## src/rtl/adder_seq_ctrl.sv

```systemverilog
// Sequencer for a shared 8-bit adder: ADD, SUB (two's complement), MUL.
// Define ADDER_SEQ_MUL_EN to build in the shift-add multiplier.
module adder_seq_ctrl (
  input  logic        clk,
  input  logic        rst,
  input  logic        start,
  input  logic [1:0]  op,
  input  logic [7:0]  a,
  input  logic [7:0]  b,
  output logic [7:0]  add_a,
  output logic [7:0]  add_b,
  input  logic [7:0]  add_sum,
  input  logic        add_cout,
  output logic        busy,
  output logic        done,
  output logic [15:0] result,
  output logic        carry,
  output logic        err
);

  typedef enum logic [2:0] {
    IDLE,
    ADD,
    NEG,
    SUB,
    MUL,
    DONE
  } state_t;

  state_t     state;
  logic [7:0] ra;
  logic [7:0] rb;
  logic [7:0] t;
  logic       c1;

`ifdef ADDER_SEQ_MUL_EN
  logic [15:0] p;
  logic [2:0]  cnt;
  logic [15:0] pn;

  assign pn = {add_cout, add_sum, p[7:1]};
`endif

  always_comb begin
    add_a = '0;
    add_b = '0;
    case (state)
      ADD: begin
        add_a = ra;
        add_b = rb;
      end
      NEG: begin
        add_a = ~rb;
        add_b = 8'h01;
      end
      SUB: begin
        add_a = ra;
        add_b = t;
      end
`ifdef ADDER_SEQ_MUL_EN
      MUL: begin
        add_a = p[15:8];
        add_b = p[0] ? ra : 8'h00;
      end
`endif
      default: ;
    endcase
  end

  always_ff @(posedge clk or posedge rst) begin
    if (rst) begin
      state  <= IDLE;
      busy   <= 1'b0;
      done   <= 1'b0;
      result <= '0;
      carry  <= 1'b0;
      err    <= 1'b0;
      ra     <= '0;
      rb     <= '0;
      t      <= '0;
      c1     <= 1'b0;
`ifdef ADDER_SEQ_MUL_EN
      p      <= '0;
      cnt    <= '0;
`endif
    end else begin
      done <= 1'b0;
      case (state)
        IDLE: begin
          if (start) begin
            ra   <= a;
            rb   <= b;
            err  <= 1'b0;
            busy <= 1'b1;
            case (op)
              2'b00: state <= ADD;
              2'b01: state <= NEG;
`ifdef ADDER_SEQ_MUL_EN
              2'b10: begin
                state <= MUL;
                p     <= {8'h00, b};
                cnt   <= '0;
              end
`endif
              default: begin
                state  <= DONE;
                result <= '0;
                carry  <= 1'b0;
                err    <= 1'b1;
                done   <= 1'b1;
              end
            endcase
          end
        end
        ADD: begin
          result <= {8'h00, add_sum};
          carry  <= add_cout;
          done   <= 1'b1;
          state  <= DONE;
        end
        NEG: begin
          t     <= add_sum;
          c1    <= add_cout;
          state <= SUB;
        end
        SUB: begin
          result <= {8'h00, add_sum};
          carry  <= c1 | add_cout;
          done   <= 1'b1;
          state  <= DONE;
        end
`ifdef ADDER_SEQ_MUL_EN
        MUL: begin
          p <= pn;
          // last of eight iterations; never let cnt wrap into a ninth
          if (cnt == 3'd7) begin
            result <= pn;
            carry  <= 1'b0;
            done   <= 1'b1;
            state  <= DONE;
          end else begin
            cnt <= cnt + 3'd1;
          end
        end
`endif
        DONE: begin
          busy  <= 1'b0;
          state <= IDLE;
        end
        default: begin
          busy  <= 1'b0;
          state <= IDLE;
        end
      endcase
    end
  end

endmodule

```

## config.mk

```make
export PLATFORM = sky130hd
export DESIGN_NAME = adder_seq_ctrl
export DESIGN_NICKNAME = d
export VERILOG_FILES = /design/src/rtl/adder_seq_ctrl.sv
export SDC_FILE = /design/constraint.sdc
export NUM_CORES = 1
export LEC_CHECK = 0
export ABC_CLOCK_PERIOD_IN_PS = 1600
export CAP_MARGIN = 20
export CORE_MARGIN = 4
export CORE_UTILIZATION = 40
export DETAILED_ROUTE_END_ITERATION = 6
export PLACE_DENSITY = 0.76
export SLEW_MARGIN = 10
export SYNTH_ARGS = -nofsm -noshare
export SYNTH_HDL_FRONTEND = slang
export SYNTH_SLANG_ARGS = --single-unit
export TNS_END_PERCENT = 50
```

## constraint.sdc

```tcl
create_clock -name clk -period 1.6 [get_ports clk]
set_input_delay 0.16 -clock clk [delete_from_list [all_inputs] [get_ports clk]]
set_output_delay 0.16 -clock clk [all_outputs]
set_load 0.01 [all_outputs]
```

=== Yosys cells after proc, flatten, opt, wreduce, memory -nomap -nowiden ===
Cells that the tools add are included.

* Bits in registers: 48
* Bits of input ports: 30
* Output and inout port bits: 36
* Logic and storage cells: 46

* Equality and inequality tests: 6
* Mux-type cells: 16
* Bitwise gates (word level): 3
* Reduce and logical (&&, ||, !) cells: 11

{| class="wikitable"
|+ Operators with widths
! operator !! count
|-
| 2-to-1 mux 16 bit || 2
|-
| case mux 16 bit (2 select lines) || 1
|-
| case mux 8 bit (3 select lines) || 1
|-
| case mux 8 bit (2 select lines) || 1
|-
| case mux 3 bit (3 select lines) || 1
|-
| NOT 8 bit || 1
|-
| == test 3 x 2 -> 1 bit, second input constant || 2
|-
| case mux 3 bit (2 select lines) || 1
|-
| AND reduction 3 bit || 2
|-
| 2-to-1 mux 1 bit || 5
|-
| inequality test 2 bit, second input constant || 2
|-
| case mux 1 bit (2 select lines) || 2
|-
| AND reduction 2 bit || 2
|-
| OR reduction 2 bit || 2
|-
| == test 3 x 1 -> 1 bit, second input constant || 1
|-
| zero test 3 bit || 1
|-
| 2-to-1 mux 3 bit || 1
|-
| case mux 1 bit (3 select lines) || 1
|-
| nonzero test 3 bit || 1
|-
| OR reduction 3 bit || 1
|-
| == test 2 x 1 -> 1 bit, second input constant || 1
|-
| zero test 2 bit || 1
|-
| nonzero test 2 bit || 1
|-
| NOT 1 bit || 1
|-
| bitwise OR 1 bit || 1
|}

=== Longest topological paths before layout ===
* Depth after elaboration: 5
* Gate-level depth with buffers: 6

=== Least setup slack after synthesis ===
Ideal clock, no wire load.

* Path type: register -> register
* From: register state[0]
* To: register ra[0]
* Setup time: 0.125 ns
* Arrival time: 1.516 ns
* Setup slack: -0.041 ns
* Cell stages (with the launch flop): 5
* Path buffers: 2
* Clock period less this slack: 1.641 ns
* Path through: dfrtp_1 buf_6 nor4b_4 buf_8 mux2_4

* Longest elaborated chain between the ends: 2

{| class="wikitable"
|+ Ends and longest elaborated chain
! element !! RTL line !! RTL
|-
| start: declaration || 30 || <nowiki>state_t state;</nowiki>
|-
| start signal: assignment || 72 || <nowiki>state <= IDLE;</nowiki>
|-
| start signal: assignment || 96 || <nowiki>2'b00: state <= ADD;</nowiki>
|-
| start signal: assignment || 97 || <nowiki>2'b01: state <= NEG;</nowiki>
|-
| zero test 3 bit || 88 || <nowiki>case (state)</nowiki>
|-
| AND reduction 2 bit (no source line) || -- ||
|-
| end signal: assignment || 78 || <nowiki>ra <= '0;</nowiki>
|-
| end signal: assignment || 91 || <nowiki>ra <= a;</nowiki>
|-
| end: declaration || 31 || <nowiki>logic [7:0] ra;</nowiki>
|}

Every way passes these cells.
A chain may end at the register's enable or synchronous reset.

=== Final worst setup path ===
Same ends and word-level chain as after synthesis.

==> results.md <==
* Status: finished with violations
* Failing checks: setup timing
* Max Cap Violations at 0
* Synth cell count leaders: dfrtp_1 (40), mux2_2 (17), o21ai_0 (10)
* Mux cell area share after synthesis at 0.2161
* First-pass GRT wire length at 7031 µm
* Post-Synth XOR/XNOR Area at 0
* Dominant cells by area after synthesis: dfrtp_1 (55%), mux2_2 (10%), mux2_4 (7.4%)
* Clock sinks at 40
* CP required at 1.78 ns
* # DRC at 0
* Unrepaired setup endpoints after global routing: yes
* # hold bufs at CTS at 0
* IR drop worst, VDD at roughly 0.86 mV
* Clock skew at about 0.0066 ns
* Initial drt markers at 60
* Worst R2R Start: state[0]$_DFFE_PP0P_
* Hold crit path type: in -> async
* Synthesized area per cell at approximately 13 µm²
* Top-count cell post-synth: dfrtp_1
* Crit path max fanout at 8
* IO Pins at 66
* GP Congestion at ~0.81
* Fmax at 584.1 MHz
* Final layout net count at 261
* Mapped Cells at roughly 140
* Period utilization at 1.070
* Clock latency on the worst-skew pair at 0.29 ns
* Seq/Total Area, Yosys at 0.5453
* GRT Util Overall at 0.1656
* Area of the core at between 4000 and 5000 µm²
* Worst setup EP type: flop
* Top-area cell type share of the netlist area at 0.5453
* Antenna Nets Post-Route at 0
* Height of the die at 75.74 µm
* CTS Root Cell: clkbuf_8
* TritonCTS buffer count at 5
* R2r setup slk at -0.11 ns
* Number of antenna diodes at 0
* Setup crit start kind: flop
* Simple-gate area share of the yosys netlist at 0.06612
* Critical path data arrival time at 1.89 ns
* Post-Route WL at 4781 µm
* Initial antenna violation count at 0
* Distinct cell type count after synthesis at 27
* Final TNS setup at -1.727 ns
* Pin count of the biggest net entering global routing at 41
* Area Growth Syn to Fin at 53.37%
* Crit. Startpoint: state[0]$_DFFE_PP0P_
* Setup Viol. Count Final at 18
* Synthesized cell area at 1836 µm²
* Synth Warn # at 0
* Largest family of logic cells by synthesized area: multiplexers
* # rows at 24
* DIE AREA at between 5000 and 6000 µm²
* Compound-gate portion of the synthesized area at 0.09202
* Starting Density at 0.4187
* Max-slew violations at 0
* Final worst slack at -0.1120 ns
* Post-synth EDFFs at 0
* CTS tree: built
* Dpl hpwl at 3133 µm
* Critical path class: reg -> reg
* Wirelength per Cell at 16.83 µm
* Placement Cell Area at ~2500 µm²
* R2R Path End: ra[0]$_DFFE_PP0P_
* Synth Area in Adders at 0
* Total grt overflow at 0
* Drt via density at 4.908
* LEAKAGE at 1.315 nW
* Worst r2r path cells at 6
* DRT Pass-1 Iters at 4
* Async SR Flop Fraction at 1.000
* Final hold vios at 0
* Fraction of layout cells with a size suffix above 1 at 0.3750
* P per Cell Area at 1899 nW/µm²
* H-Tree Depth at 2
* Cell taking the most area after synthesis: dfrtp_1
* Ys flop type: dfrtp_1
* Vias at 1394
* Vias in the first global route at 1446
* Fin area at 2815 µm²
* Flops & latches, synth at 40
* Die Wd at 75.74 µm
* Clk slew on worst S/H paths at about 0.080 ns
* Port Buf Inserts at between 50 and 60
* Bufs on Longest Clock Path at 2
* Worst Setup EP: ra[0]$_DFFE_PP0P_
* Min Tclk post-route at 1.712 ns
area by class of cell:
class,instances,area (µm²)
clock buffer,6,72.57
clock inverter,2,35.03
fill,343,1569
inverter,6,22.52
multi-input combinational,88,769.5
sequential,40,1003
tap,52,65.06
timing repair buffer,90,847.1
state kept, by name (all words and copies together), names as in the netlist:
| signal | count |
|---|---|
| ra | 8 |
| t | 8 |
| c1 | 1 |
| busy | 1 |
| state | 3 |
| done | 1 |
| carry | 1 |
| rb | 8 |
| result | 8 |
| err | 1 |
stage by stage:
step	std cells	total power, mW	worst slack [ns]	hold WS (ns)	util
detailed placement	260	4.208	-0.1502	0.4795	0.5768
finish	284	5.346	-0.1120	0.2209	0.6421
global route	284	5.663	-0.1754	0.2500	0.6421
floorplan	150	3.079	-0.03735	0.2997	-
CTS	277	5.074	-0.09825	0.2341	0.6144
global placement	260	4.143	-0.08861	0.4724	0.5768
power by group:
group	total, mW	internal [mW]	switching, mW
Clock	0.805	0.463	0.342
Combinational	2.68	1.63	1.05
Sequential	1.86	1.51	0.348
worst max-delay path: stages (launching register included):
cell,delay [ns]
dfrtp_2,0.44
buf_6,0.13
buf_6,0.11
nor4b_4,0.28
buf_4,0.18
clkbuf_16,0.16
mux2_4,0.30
worst min path at each step:
stage | endpoint | cells after the start
3_3_place_gp | busy$_DFFE_PP0P_ | 1
3_5_place_dp | busy$_DFFE_PP0P_ | 1
4_1_cts | busy$_DFFE_PP0P_ | 3
5_1_grt | busy$_DFFE_PP0P_ | 3
2_1_floorplan | result[0]$_DFFE_PP0P_ | 1
6_report | ra[7]$_DFFE_PP0P_ | 3
per-layer routing:
metal | up-vias | GRT usage | share of wire | wire (µm)
met3 | 10 | 0.04881 | 0.071 | 339
met5 | - | 0 | 0 | 0
li1 | 662 | - | - | -
met1 | 670 | 0.2118 | 0.44 | 2085
met4 | 0 | 0.06602 | 0.020 | 98
met2 | 52 | 0.2633 | 0.47 | 2257
cells in the final DEF, fill, tap and decap left out, drive strengths merged:
| cell type | netlist | routed |
|---|---|---|
| clkdlybuf4s50 | 0 | 41 |
| dfrtp | 40 | 40 |
| buf | 15 | 40 |
| mux2 | 26 | 26 |
| clkbuf | 1 | 12 |
| o21ai | 10 | 10 |
| nand2 | 9 | 9 |
| a22o | 8 | 8 |
| conb | 1 | 8 |
| mux2i | 7 | 7 |
| nor2 | 7 | 7 |
| inv | 6 | 6 |
| clkdlybuf4s15 | 0 | 3 |
| a21oi | 2 | 2 |
| nor4b | 1 | 1 |
| a21boi | 1 | 1 |
| o31a | 1 | 1 |
| a31oi | 1 | 1 |
| nor3 | 1 | 1 |
| nand3 | 1 | 1 |
| nor2b | 1 | 1 |
| and3b | 1 | 1 |
| nand3b | 1 | 1 |
| o2bb2ai | 1 | 1 |
| a21o | 1 | 1 |
| bufinv | 0 | 1 |
| clkinv | 0 | 1 |
cells by family (layout without fill, tap and decap cells):
family	Yosys count	after routing
AOI/OAI and AO/OA	25	25
buffers and inverters	22	104
DFF	40	40
muxes	33	33
other	1	8
and+or+nand+nor	22	22
timing repair:
item / in CTS / in global routing
buffers inserted: 9 / 5
gates resized for setup: 57 / 30
gates cloned: 0 / 2
endpoints found under the setup margin: 24 / 33
pin swaps: 1 / 1
hold endpoints to repair: 0 / 0
Power figures use the tool's default switching activity.
